**src/rtl/mavg_capture_ctrl.sv**
```systemverilog
// Capture controller for a moving-average block: drives the averager's factor and clear, then
// packetises its output samples into an AXI-stream FIFO. Define MAVG_CTRL_OVF_COUNT_EN to add ovf_count.
module mavg_capture_ctrl #(
  parameter int DATA_WIDTH = 16,
  parameter int FIFO_DEPTH = 4
) (
  input  logic                  clk,
  input  logic                  rst,
  input  logic [31:0]           cfg_factor,
  input  logic [15:0]           cfg_pkt_len,
  input  logic                  cfg_start,
  input  logic                  cfg_stop,
  output logic [31:0]           avg_factor,
  output logic                  avg_clr,
  input  logic                  avg_valid,
  input  logic [DATA_WIDTH-1:0] avg_data,
  output logic [DATA_WIDTH-1:0] m_axis_tdata,
  output logic                  m_axis_tvalid,
  input  logic                  m_axis_tready,
  output logic                  m_axis_tlast,
  output logic                  busy,
  output logic                  overflow
`ifdef MAVG_CTRL_OVF_COUNT_EN
  ,
  output logic [15:0]           ovf_count
`endif
);

  localparam int AW = (FIFO_DEPTH > 1) ? $clog2(FIFO_DEPTH) : 1;
  localparam logic [AW:0] PTR_ONE = {{AW{1'b0}}, 1'b1};

  typedef enum logic [1:0] {
    IDLE  = 2'd0,
    CLEAR = 2'd1,
    RUN   = 2'd2,
    DRAIN = 2'd3
  } state_t;

  state_t                state;
  logic [15:0]           pkt_len;
  logic [15:0]           pkt_cnt;
  logic [AW:0]           wr_ptr;
  logic [AW:0]           rd_ptr;
  logic [DATA_WIDTH-1:0] mem_data [FIFO_DEPTH];
  logic                  mem_last [FIFO_DEPTH];

  logic fifo_empty;
  logic fifo_full;
  logic accepting;
  logic rd_en;
  logic wr_req;
  logic wr_en;
  logic drop;
  logic is_last;

  // A non-zero packet counter in DRAIN means the current packet is still open and must be completed.
  assign fifo_empty = (wr_ptr == rd_ptr);
  assign fifo_full  = (wr_ptr[AW] != rd_ptr[AW]) && (wr_ptr[AW-1:0] == rd_ptr[AW-1:0]);
  assign accepting  = (state == RUN) || ((state == DRAIN) && (pkt_cnt != 16'd0));
  assign rd_en      = !fifo_empty && m_axis_tready;
  assign wr_req     = accepting && avg_valid;
  assign wr_en      = wr_req && (!fifo_full || rd_en);
  assign drop       = wr_req && fifo_full && !rd_en;
  assign is_last    = (pkt_cnt == (pkt_len - 16'd1));

  assign m_axis_tvalid = !fifo_empty;
  assign m_axis_tdata  = fifo_empty ? {DATA_WIDTH{1'b0}} : mem_data[rd_ptr[AW-1:0]];
  assign m_axis_tlast  = !fifo_empty && mem_last[rd_ptr[AW-1:0]];

  // FIFO storage; contents are don't-care whenever the pointers say empty.
  always_ff @(posedge clk) begin
    if (wr_en) begin
      mem_data[wr_ptr[AW-1:0]] <= avg_data;
      mem_last[wr_ptr[AW-1:0]] <= is_last;
    end
  end

  // Control FSM, FIFO pointers, packet counter and status flags.
  always_ff @(posedge clk) begin
    if (rst) begin
      state      <= IDLE;
      pkt_len    <= 16'd1;
      pkt_cnt    <= 16'd0;
      wr_ptr     <= {(AW+1){1'b0}};
      rd_ptr     <= {(AW+1){1'b0}};
      avg_factor <= 32'd0;
      avg_clr    <= 1'b0;
      busy       <= 1'b0;
      overflow   <= 1'b0;
    end else begin
      if (rd_en) begin
        rd_ptr <= rd_ptr + PTR_ONE;
      end
      if (wr_en) begin
        wr_ptr  <= wr_ptr + PTR_ONE;
        pkt_cnt <= is_last ? 16'd0 : (pkt_cnt + 16'd1);
      end
      if (drop) begin
        overflow <= 1'b1;
      end
      case (state)
        IDLE: begin
          if (cfg_start) begin
            state      <= CLEAR;
            avg_factor <= cfg_factor;
            pkt_len    <= (cfg_pkt_len == 16'd0) ? 16'd1 : cfg_pkt_len;
            avg_clr    <= 1'b1;
            busy       <= 1'b1;
          end
        end
        CLEAR: begin
          state    <= RUN;
          avg_clr  <= 1'b0;
          overflow <= 1'b0;
          pkt_cnt  <= 16'd0;
        end
        RUN: begin
          if (cfg_stop) begin
            state <= DRAIN;
          end
        end
        DRAIN: begin
          if (fifo_empty && (pkt_cnt == 16'd0)) begin
            state <= IDLE;
            busy  <= 1'b0;
          end
        end
        default: begin
          state   <= IDLE;
          avg_clr <= 1'b0;
          busy    <= 1'b0;
        end
      endcase
    end
  end

`ifdef MAVG_CTRL_OVF_COUNT_EN
  // Saturating count of dropped samples, restarted with each capture.
  always_ff @(posedge clk) begin
    if (rst) begin
      ovf_count <= 16'd0;
    end else if (state == CLEAR) begin
      ovf_count <= 16'd0;
    end else if (drop && (ovf_count != 16'hFFFF)) begin
      ovf_count <= ovf_count + 16'd1;
    end
  end
`endif

endmodule

```
**config.mk**
```make
export PLATFORM = sky130hd
export DESIGN_NAME = mavg_capture_ctrl
export DESIGN_NICKNAME = d
export VERILOG_FILES = /design/src/rtl/mavg_capture_ctrl.sv
export SDC_FILE = /design/constraint.sdc
export NUM_CORES = 1
export LEC_CHECK = 0
export CAP_MARGIN = 20
export CORE_UTILIZATION = 31
export CTS_CLUSTER_DIAMETER = 200
export DETAILED_ROUTE_END_ITERATION = 10
export GPL_ROUTABILITY_DRIVEN = 0
export PLACE_DENSITY_LB_ADDON = 0.15
export SETUP_SLACK_MARGIN = 0.15
export SKIP_LAST_GASP = 1
export SLEW_MARGIN = 20
export SYNTH_ARGS = -nofsm -noshare
export SYNTH_HDL_FRONTEND = slang
export SYNTH_SLANG_ARGS = --single-unit
```
**constraint.sdc**
```tcl
create_clock -name clk -period 2.9 [get_ports clk]
set_input_delay 0.58 -clock clk [delete_from_list [all_inputs] [get_ports clk]]
set_output_delay 0.58 -clock clk [all_outputs]
set_load 0.02 [all_outputs]
```
# Yosys cells after proc, flatten, opt, wreduce, memory -nomap -nowiden
# Memory sizes are Yosys's and may differ from the RTL's. A register that Yosys moved wholly into a read port is not among the register bits.
# Index checks and enable logic that the tools add are counted.
[word_totals] wordCells=67 n_memories=2 ramBits=68 ff_bits=75
[classes] n_reduce_logical=25 n_addsub=4 eq_ne=10 muxes=17
[memory_table] memory="mem_data" depth=4 word_bits=16 rd=1 rd_ports_with_merged_regs=1 wr=1 line_no="44" source="logic [DATA_WIDTH-1:0] mem_data [FIFO_DEPTH];"
[memory_table] memory="mem_last" depth=4 word_bits=1 rd=1 rd_ports_with_merged_regs=1 wr=1 line_no="45" source="logic mem_last [FIFO_DEPTH];"
[ops] operator="2-to-1 mux 16 bit" n=3
[ops] operator="logical NOT 16 bit" n=2
[ops] operator="adder 16 x 1 -> 16 bit, second input constant" n=1
[ops] operator="equality test 16 bit" n=1
[ops] operator="nonzero test 16 bit" n=1
[ops] operator="subtractor 16 x 1 -> 16 bit, second input constant" n=1
[ops] operator="2-to-1 mux 2 bit" n=7
[ops] operator="logical AND 1 bit" n=9
[ops] operator="case mux 2 bit (4 select lines)" n=1
[ops] operator="adder 3 x 1 -> 3 bit, second input constant" n=2
[ops] operator="AND reduction 3 bit" n=2
[ops] operator="equality test 2 bit, second input constant" n=2
[ops] operator="2-to-1 mux 1 bit" n=4
[ops] operator="!= test 2 bit, second input constant" n=2
[ops] operator="case mux 1 bit (2 select lines)" n=2
[ops] operator="AND reduction 2 bit" n=2
[ops] operator="nonzero test 2 bit" n=2
[ops] operator="equality test 3 bit" n=1
[ops] operator="logical NOT 1 bit" n=3
[ops] operator="equality test 2 x 1 -> 1 bit, second input constant" n=1
[ops] operator="equality test 2 bit" n=1
[ops] operator="logical NOT 2 bit" n=1
[ops] operator="logical OR 1 bit" n=2
[ops] operator="!= test 2 x 1 -> 1 bit, second input constant" n=1
[ops] operator="other kinds (2)" n=2

# Depth between registers and ports, before layout
# Gate-level depths: netlist (run 1).
[depth] depth_word=7 mapped_depth=11

# Worst setup path after synthesis (run 1)
# No wires, ideal clock.
[synth_path] path_type="flip-flop to output port" startpoint="reg with a tool-made name" endpoint="out m_axis_tdata[10]" slack_ns=0.473 path_stages_with_launch=5 n_path_buf=2 arrival_ns=1.847 cell_sequence="dfxtp_1 > buf_2 > buf_1 > mux4_2 > and2_1"
[synth_rtl] element="end: declaration" line_no="17" source="output logic [DATA_WIDTH-1:0] m_axis_tdata,"

==> results of run 1 <==
[state kept, by name, summed over array words and instances, names as in the netlist, named ones only]
| signal | count |
|---|---|
| avg_clr | 1 |
| avg_factor | 32 |
| busy | 1 |
| mem_data | 64 |
| mem_last | 4 |
| overflow | 1 |
| pkt_cnt | 16 |
| pkt_len | 16 |
| rd_ptr | 3 |
| state | 2 |
| wr_ptr | 3 |
[worst register-to-register path: cells and delay by family, from the launching register on]
kind	cells	cell delay [ns]
XOR/XNOR	1	0.16
flip-flops	1	0.37
AO/OA/AOI/OAI	2	0.41
buffers and inverters	1	0.08
adder cells (fa/ha/maj)	1	0.29
AND/OR/NAND/NOR	4	1.12
[cell families after synthesis]
logic type / Yosys count
fa+ha+maj: 12
flops: 145
buf+inv: 50
xor+xnor: 39
mux: 21
simple gates: 242
compound gates: 86
[path summary, 6_finish.rpt]
check / startpoint / end / slack (ns)
hold reg to reg: avg_factor[20] / avg_factor[20] / 0.45
hold / removal: avg_factor[20] / avg_factor[20] / 0.45
setup / recovery: flip-flop / m_axis_tlast / 0.31
setup reg to reg: pkt_len[0] / pkt_cnt[0] / 0.35
[Yosys cell counts (all sizes together), types with 3 or more instances]
| cell type | number | share of area [%] |
|---|---|---|
| nand2 | 110 | 6.4 |
| nor3 | 15 | 1.2 |
| buf | 11 | 1.0 |
| ha | 12 | 2.3 |
| inv | 13 | 0.76 |
| edfxtp | 68 | 32 |
| nor2 | 38 | 2.7 |
| mux4 | 17 | 5.9 |
| and3 | 4 | 0.39 |
| nor2b | 3 | 0.29 |
| a21oi | 52 | 4.0 |
| xnor2 | 27 | 3.7 |
| clkbuf | 26 | 1.5 |
| and2 | 23 | 2.2 |
| nor4 | 11 | 1.3 |
| dfxtp | 77 | 24 |
| a211oi | 3 | 0.43 |
| o21ai | 12 | 0.93 |
| xor2 | 12 | 1.6 |
| mux2i | 4 | 0.62 |
| nand4 | 6 | 0.58 |
| nand3 | 18 | 1.4 |
[power by group through the flow]
stage          clock network, mW  registers [mW]  logic [mW]
6_report                    2.18            2.52        2.00
5_1_grt                     2.33            2.55        2.20
3_5_place_dp                   0            2.57        2.07
2_1_floorplan                  0            2.62        1.25
3_3_place_gp                   0            2.56        2.04
4_1_cts                     2.24            2.52        2.03
[per-layer routing]
metal | GRT usage, % | vias up | wire length (um)
li1 | - | 2328 | -
met1 | 19.2 | 2226 | 6830
met2 | 22.8 | 140 | 6930
met3 | 5.72 | 24 | 1130
met4 | 5.36 | 0 | 272
met5 | 0 | - | 0
[repair_timing]
action,in CTS,in global routing
gates resized for setup,17,1
endpoints found under the setup margin,17,2
endpoints found under the hold margin,0,0
setup buffers,0,0
cloned,0,0
pin swaps,0,0
[layout make-up]
class                           instances  area share (%)
Sequential cell                       145            41.9
Timing Repair Buffer                  137            15.4
Inverter                               13           0.571
Clock inverter                         15            1.99
Multi-Input combinational cell        400            31.1
Tap cell                              270            3.95
Clock buffer                           17            4.98
==> run summary, run 1 <==
The post-detailed-routing wire length was 15200 um; the count of endpoints failing hold in the final timing report was 0. Fill cells in the final layout number 1991. The tool flagged a number of max-cap violations equal to 0.

The flow ran to the end, and the final reports show no timing, DRC or antenna violations. The tools report the post-synth net total as 677. In the layout the commonest cells are nand2_1, clkdlybuf4s50_1, dfxtp_1, edfxtp_1, a21oi_1. The count of nets left with antenna violations once routing finished came out at 0. The horizontal die dimension was 146 um; the cell internal power dissipation was 4.45 mW. Number of flops mapped to enable cells by yosys: 68. At the pin with the least slew margin, the transition time is 0.923 ns. The clock group share of total power is 32.5%. The most used flip-flop cell after synthesis is dfxtp_1. After floorplanning, the core was sized to cover 20300 um2. Pin placement for this block handled 123 I/O pins. The run gives 4 as the H-tree level count. After clock tree synthesis, the clock-pin slew on the worst setup and hold paths is 0.06 ns. The die area came out at 21400 um2. The root cell of the clock tree was clkbuf_16. Summing every instance area after synthesis gives 6450 um2. The logs give 17 for the clock buffer count from CTS and 0 for the post-route DRC violation count. The repair_antennas step left the layout with diodes totalling 0. Clock latency on the worst-skew pair, taken at its later pin, is 0.42 ns. The number of hold buffers added after CTS was 0. The tools report the number of antenna violations at the first check in global routing as 0. The post-synthesis share of cell area spent on and, or, nand and nor gates is 18.6%, and the half-perimeter wire length after detailed placement is 10600 um. Type of origin of the critical path: a flip-flop.

The number of cells on the worst reg-to-reg path is 9. The slowest stage of the critical path is the mux4_2 cell. Static timing analysis puts the maximum clock frequency at 387 MHz. Number of iterations in the first detailed-routing pass: 6. Setup violations remaining at the end of the flow were counted as 0. The logs give 4718 for the vias after detailed routing and 42.1% for the utilization after layout.

The max-slew violation total from the final report was 0; the normalized max-slew margin was 38.5%. The count of warnings emitted by yosys is 0, and the net switching power of the design is 2.25 mW. The worst path in the final design needs a cycle of 2.59 ns, including I/O delays and setup.

The mean area per synthesized cell came out at 10.8 um2. Via count of the first global-routing pass: 4809. The placed instances occupy a cell area of 7960 um2.

Cell type group with the largest total delay on the critical path: multiplexers. TritonCTS built the clock tree. The xor and xnor fraction of the mapped netlist area is 5.30%. The first global-routing pass estimated 25000 um of wire. Maximum number of buffers from clock root to sink: 2. Class of the tightest hold or removal check: flip-flop to flip-flop. The floorplan step set the die height to 146 um. Async set-or-reset flop fraction in the synthesized netlist: 0%.

The logs give 595 for the cell count after synthesis and 997 for the final standard cell count with taps included and fillers excluded. Sequential cells account for 37.7% of the total power. The number of buffers added on ports works out to 122. The design draws 6.70 mW.

The final setup TNS is 0 ns. Together, buffers and inverters on the worst path number 2. The final instance area came out at 8540 um2. Setup repair after global routing left no endpoint under its margin. The logs give 2.01 ns for the data arrival at the endpoint of the critical path and 3.01 nW for the static leakage power. After synthesis, the largest family of logic cells by area is simple AND/OR/NAND/NOR gates.

Using the TritonRoute via totals, the vias-per-cell ratio works out to 4.73. Summed over all layers, the global routing overflow is 0. The kind of end point of the critical path is an output port.

The post-synthesis mux area share was 6.56%. Entering global routing, the biggest net connects 48 pins. The sequential cell area in the final layout is 3580 um2, and the instance count along the most critical hold path is 2. The logs give 0.000443 V for the peak supply drop and 55.6% for the share of the yosys chip area belonging to registers. STA puts the critical path data required time at 2.32 ns. The number of storage elements in the synthesis netlist is 145, and the post-synthesis share of cell area spent on full adders, half adders and majority gates is 2.33%.

The library cell used most frequently in the layout, excluding fill and tap cells, is nand2_1. The final layout contains 796 nets. DRC marker count from the first detailed-route iteration: 240.

The setup path with the least slack is of type flip-flop to output port. Combinational logic is responsible for 29.8% of the overall power. Cells with a size suffix above 1 make up 12.0% of the layout. The area fraction in compound gates after synthesis is 8.38%, and the hold slack is 0.454 ns. In this run switching power makes up 33.6% of total power.

The largest single stage delay on the critical path is 0.55 ns. The multi-input combinational cells in the finished layout cover a total of 2660 um2. The routed length per placed instance was 15.2 um. The number of cells on the critical path was 4. Traced cell by cell, the critical path runs through buf_12 > mux4_2 > and2_1 > dlygate4sd2_1.

Count of clock tree sinks: 145. Dividing total power by cell area gives a power density of 784 nW/um2. Compared with the post-synthesis result, the final layout area differs by 32.5%.

After layout, the worst setup slack is 0.313 ns. Including well taps, the total number of placed cells is 965. Once the floorplan was initialized, standard cells occupied 31.8% of the core. The number of placement rows came out at 52.

Counting distinct cell types in the post-synthesis netlist gives 60. The worst path uses 89.2% of the clock period. On the final layout, the worst clock skew is 0.00736 ns. The worst setup slack after placement came out at 0.267 ns.

In this run the worst path has a maximum fanout of 17. Across every metal layer, demand over resource in global routing totals 15.0%.
(Power assumes the default switching activity.)
==> inputs of run 2 (changes only) <==
--- a/config.mk
+++ b/config.mk
@@ -12,3 +12,3 @@
 export GPL_ROUTABILITY_DRIVEN = 0
-export PLACE_DENSITY_LB_ADDON = 0.15
+export PLACE_DENSITY_LB_ADDON = 0.05
 export SETUP_SLACK_MARGIN = 0.15
==> constraint.sdc (replaced) <==
create_clock -name clk -period 2.35 [get_ports clk]
set_input_delay 0.705 -clock clk [delete_from_list [all_inputs] [get_ports clk]]
set_output_delay 0.705 -clock clk [all_outputs]
set_load 0.02 [all_outputs]
==> run summary, run 2 (same netlist as run 1, synthesis figures left out) <==
The initial utilization of the core area, before any placement, comes to 31.8%. The later pin in the worst-skew pair is clocked with a latency of 0.43 ns. The analysis attributes to cell leakage a power of 3.55 nW. The tools report the overall track demand over capacity in global routing as 16.5%.

The reg-to-reg critical path endpoint was pkt_cnt[5]. Timing would allow up to 398 MHz. The data arrival at the endpoint of the critical path came out at 1.81 ns. For the pin with the worst max-slew slack, the measured transition is 0.542 ns. Kind of end point of the critical path: an output port. In this run the horizontal extent of the chip is 146 um.

Setup repair after global routing could not meet its margin everywhere. The tree built by TritonCTS fans out to 145 sinks. The core region is 20300 um2. Counting I/O delays and the setup requirement, the final critical path takes 2.51 ns.

TritonCTS built the clock tree. The startpoint identified for the worst register-to-register timing path is pkt_len[0]. The worst setup path is launched from a flip-flop. The first routing iteration left 211 violations.

Leaving out fill and tap cells, the most frequent cell in the layout is nand2_1. In this run the deepest clock path goes through 2 buffers. After detailed routing, the number of remaining DRC violations is 0.

Half-perimeter wire length after detailed placement: 11500 um. The utilization after layout came out at 48.1%. For the number of endpoints failing setup at the final stage, the log shows 32.

Counting cells, the worst reg-to-reg path comes to 12. Measured along the y axis, the die boundary spans 146 um. Max-cap violations in this run came to 0. The run gives 27600 um as the first-pass GRT wire length.

The run finished, with violations left. The logs give 48 for the pin count of the biggest net entering global routing and 0.0163 ns for the clock tree skew after final layout. The final setup TNS was -3.08 ns; the number of vias per cell was 4.71.

The number of buffers added on ports works out to 122. Clock tree synthesis selected as its root buffer the cell clkbuf_16. The number of antenna diodes was 0; the power density relative to cell area was 963 nW/um2. The share of layout cells above drive strength 1 works out to 30.6%. The run gives 63.6% as the normalized max-slew margin.

The tools report the post-detailed-route count of antenna-violating nets as 0. The layout has 1903 filler cells. The via count of the first global-routing pass was 5074. The first TritonRoute pass finished after 4 iterations. In this run, CTS created clock tree buffers numbering 17.

In the final layout, flip-flops and latches occupy 3600 um2. Clock-pin slew was measured on the worst setup and hold paths at 0.07 ns. The tools report the total congestion overflow as 0. The I/O pin count is 123, and the net total in the final layout is 870.

The flip-flop count of the largest register, all copies and words added is 64. Classification of the worst setup path: flip-flop to output port. The critical path data required time was 1.64 ns. The routed length per placed instance is 16.0 um, and the count of endpoints failing hold in the final timing report is 0. Along the worst path, the maximum fanout reaches 7.

The tools report the setup slack on the worst flop-to-flop path as -0.10 ns. The top cell types in the final layout, fill and taps aside, are nand2_1, clkdlybuf4s50_1, edfxtp_1, dfxtp_1, buf_4. The post-route fraction of the period consumed by the critical path was 107%. The checks that failed: negative setup slack.

The vias after detailed routing came out at 5042. The number of hold buffers added after CTS was 0. In this run the core area contains 52 standard-cell rows.

The area growth from synthesis to layout is 51.5%. The area of the multi-input gates was 3020 um2; the peak supply drop was 0.000562 V. The logs give 17100 um for the post-detailed-routing wire length and 0 for the max-slew violation total from the final report. The die area was 21400 um2. The tightest min-delay check is of the flip-flop to flip-flop type.

In this run the worst setup path terminates at m_axis_tdata[0]. The number of antenna violations at the first check in global routing came out at 0. The clock tree synthesis step divided the H-tree into 4 levels. The run gives -0.160 ns as the post-layout worst setup margin.
-- run 2: cell types whose count changed in the layout (fill, tap and decap cells not counted), sizes merged --
cell           previous run  this run
buf                      16       105
dlygate4sd2              17         0
clkbuf                   17        19
and2                     23        24
bufinv                    1         0
clkdlybuf4s50           104       103
inv                      20        21
-- run 2: worst max-delay path, cell delays in order, from the launching register on --
cell,delay [ns]
dfxtp_4,0.38
buf_12,0.11
buf_16,0.12
mux4_2,0.50
and2_4,0.15
buf_6,0.12
-- run 2: area by class of cell --
type	instances	area share (%)
sequential	145	36.9
multi-input combinational	401	30.9
timing repair buffer	210	22.1
clock buffer	17	4.35
tap	270	3.46
clock inverter	15	1.82
inverter	13	0.499
-- run 2: worst min path at each step --
stage / start / end / slack, ns / cells after the start
2_1_floorplan: pkt_len[15] / pkt_len[15] / 0.45 / 2
3_5_place_dp: avg_factor[18] / avg_factor[18] / 0.45 / 2
4_1_cts: avg_factor[18] / avg_factor[18] / 0.46 / 2
6_report: avg_factor[7] / avg_factor[7] / 0.45 / 2
5_1_grt: avg_factor[30] / avg_factor[30] / 0.48 / 2
3_3_place_gp: avg_factor[19] / avg_factor[19] / 0.44 / 2
-- run 2: repair_timing --
action	CTS	global route
setup buffers	10	16
setup endpoints to repair	107	109
resized for setup	146	63
cloned	3	3
pin swaps	28	24
-- run 2: per-layer routing --
| metal | GRT usage, % | vias to the layer above | wire length (um) |
|---|---|---|---|
| met5 | 0 | - | 0 |
| met2 | 26.0 | 137 | 7880 |
| met4 | 4.43 | 0 | 173 |
| met1 | 21.7 | 2397 | 7980 |
| li1 | - | 2495 | - |
| met3 | 5.41 | 13 | 1070 |
-- run 2: power by group --
group | leakage [nW] | switching [mW] | internal, mW | total (mW)
Sequential | 1.25 | 0.181 | 2.91 | 3.09
Clock | 0.292 | 1.25 | 1.44 | 2.69
Combinational | 2.01 | 1.79 | 1.84 | 3.63
Total | 3.55 | 3.21 | 6.20 | 9.41
-- run 2: stage by stage --
stage	std cells	area, um2	hold slack (ns)	setup WS (ns)	total power [mW]
after floorplan	595	6480	0.450	0.152	4.81
after global placement	1007	8390	0.442	-0.205	5.99
after detailed placement	1007	8390	0.446	-0.209	6.03
after CTS	1052	9330	0.456	-0.184	9.19
after global routing	1071	9770	0.481	-0.238	9.93
final	1071	9770	0.454	-0.160	9.41
==> inputs of run 3 (changes only) <==
- CAP_MARGIN: 20 -> 10
- RECOVER_POWER: default -> 25
==> run summary, run 3 (same netlist as run 1, synthesis figures left out) <==
The tools report the launch point of the worst hold path as avg_factor[7]. The run gives -0.161 ns as the post-layout worst setup margin. STA puts the critical path data arrival time at 1.81 ns. The worst path needs 2.51 ns of the cycle, external delays included. The tools report the critical path data required time as 1.64 ns. The tools report the count of endpoints failing hold in the final timing report as 0. For the worst flop-to-flop path, the logic depth is 12. The share of layout cells above drive strength 1 is 30.6%, and the count of maximum capacitance violations is 0.

Hold is met by 0.454 ns. Traced cell by cell, the critical path runs through buf_12 > buf_16 > mux4_2 > and2_4 > buf_6. The routed layout has 5046 vias.

For the worst-skew pair, the clock arrives at the later sink with an insertion delay of 0.43 ns. In this run the standard cell core region covers 20300 um2. The clock tree skew after final layout was 0.0162 ns. The cell with the biggest individual delay on the critical path is mux4_2.

The number of antenna diodes is 0. The post-route DRC violation count is 0. The floorplan step defined a die boundary enclosing 21400 um2. The worst flop-to-flop path startpoint was pkt_len[0]. The cell sitting at the root of the clock tree is a clkbuf_16. The kind of end point of the critical path was an output port.

The first detailed-routing pass ran for 4 iterations. At the pin with the least slew margin, the transition time is 0.542 ns. In this run the static leakage power is 3.55 nW. The run gives 1007 as the placed instance count. The register with the most flip-flops in the layout has 64 of them. Setup slack on the worst reg-to-reg path comes out at -0.10 ns. The first-pass GRT wire length was 27600 um; the horizontal die dimension was 146 um. No sink is reached through more buffers than the 2 on the longest clock path.

The count of fill cells added during filler insertion is 1903, and the routed length per placed instance is 16.0 um. Entering global routing, the biggest net connects 48 pins. Excluding fillers, the count of instances in the completed layout stands at 1071. The initial utilization of the core area, before any placement, comes to 31.8%. The library cell used most frequently in the layout, excluding fill and tap cells, is nand2_1. The instance count along the most critical hold path works out to 2.

Measured against its own limit, the worst slew margin works out to 63.6%. The post-detailed-route count of antenna-violating nets was 0. VDD sags by at most 0.000562 V.

Class of the tightest hold or removal check: flip-flop to flip-flop. After detailed routing, the number of vias per cell comes to 4.71. The tools report the DRC marker count from the first detailed-route iteration as 211. The number of cells on the critical path was 5.

The post-route fraction of the period consumed by the critical path was 107%; the worst setup slack after placement was -0.209 ns. After the last flow step, the layout net total stands at 870. The clock drives 145 sinks. The max-slew violation total from the final report is 0, and the maximum fanout count along the critical path is 7. The H-tree level count was 4; the number of antenna violations at the first check in global routing was 0.

Power spread over the standard cell area amounts to 962 nW/um2. The total overflow left after global routing is 0. The tools report the end point of the worst hold path as avg_factor[7]. The power after layout is 9.40 mW. The final reports fail on negative setup slack.

Detailed placement finished with a half-perimeter wire length of 11500 um. The via count of the first global-routing pass was 5074; the post-detailed-routing wire length was 17100 um. The number of endpoints failing setup at the final stage was 32. The top cell types in the final layout, fill and taps aside, are nand2_1, clkdlybuf4s50_1, edfxtp_1, dfxtp_1, buf_4. The number of buffers added on ports was 122; the number of buffer and inverter instances along the worst setup path was 3. The cell type group with the largest total delay on the critical path was multiplexers. Reg-to-reg critical path endpoint: pkt_cnt[5].

Clock-pin slew reported for the worst setup and hold paths after clock tree synthesis: 0.07 ns. The setup path with the least slack is of type flip-flop to output port. Across every metal layer, demand over resource in global routing totals 16.5%. Setup repair after global routing could not meet its margin everywhere. The run finished, with violations left.

Number of placement rows: 52. The floorplan step set the die height to 146 um. In this run the count of I/O pins placed on the die edge is 123.

Timing would allow up to 398 MHz. TritonCTS built the clock tree. Type of origin of the critical path: a flip-flop. The area growth from synthesis to layout is 51.5%. The clock buffer count from CTS is 17. Cells fill 48.1% of the core in the end.

On the worst path, the slowest cell contributes a delay of 0.50 ns.
==> run 3: cell types whose count changed in the layout (fill, tap and decap cells not counted), sizes merged <==
cell,before,now
clkdlybuf4s50,103,88
dlygate4sd3,0,15
==> run 3: where the power goes <==
group / internal, mW / switching [mW] / total (mW)
logic: 1.84 / 1.79 / 3.62
clock network: 1.44 / 1.25 / 2.69
registers: 2.91 / 0.181 / 3.09
==> run 3: through the flow <==
stage / TNS, ns / cell area [um2]
2_1_floorplan: 0 / 6480
3_3_place_gp: -13.53 / 8390
3_5_place_dp: -14.39 / 8390
4_1_cts: -3.17 / 9330
5_1_grt: -5.81 / 9770
6_report: -3.09 / 9770
==> run 3: final cells by class <==
| class | count | area [um2] | share of cell area, % |
|---|---|---|---|
| clock buffer | 17 | 425 | 4.35 |
| timing repair buffer | 210 | 2160 | 22.1 |
| multi-input combinational | 401 | 3020 | 30.9 |
| inverter | 13 | 48.8 | 0.499 |
| sequential | 145 | 3600 | 36.9 |
| clock inverter | 15 | 178 | 1.82 |
| tap | 270 | 338 | 3.46 |
==> run 3: worst reg2reg max path: cells and delay by family, from the launching register on <==
family | cells | cell delay [ns]
DFF | 1 | 0.33
AOI/OAI and AO/OA | 4 | 0.90
and+or+nand+nor | 3 | 0.46
adders and majority gates | 1 | 0.15
buffers and inverters | 4 | 0.53
==> run 3: worst max-delay path by stage <==
stage,from,endpoint,slack [ns]
floorplan,pkt_len[0],pkt_cnt[10],0.15
global placement,avg_valid,mem_data[3][9],-0.20
detailed placement,avg_valid,mem_data[3][4],-0.21
CTS,flip-flop,m_axis_tdata[0],-0.18
global route,flip-flop,m_axis_tdata[0],-0.24
finish,flip-flop,m_axis_tdata[0],-0.16
==> run 3: what timing repair did <==
| item | CTS | global route |
|---|---|---|
| gates cloned | 3 | 3 |
| endpoints found under the setup margin | 107 | 109 |
| pin swaps | 28 | 24 |
| setup buffers | 10 | 16 |
| hold buffers | 0 | 0 |
| resized for setup | 146 | 63 |
==> run 3: routing by layer <==
| layer | vias up | track usage [%] | share of wire (%) |
|---|---|---|---|
| li1 | 2495 | - | - |
| met1 | 2401 | 21.7 | 47 |
| met2 | 137 | 26.0 | 46 |
| met3 | 13 | 5.41 | 6.2 |
| met4 | 0 | 4.43 | 1.0 |
| met5 | - | 0 | 0 |
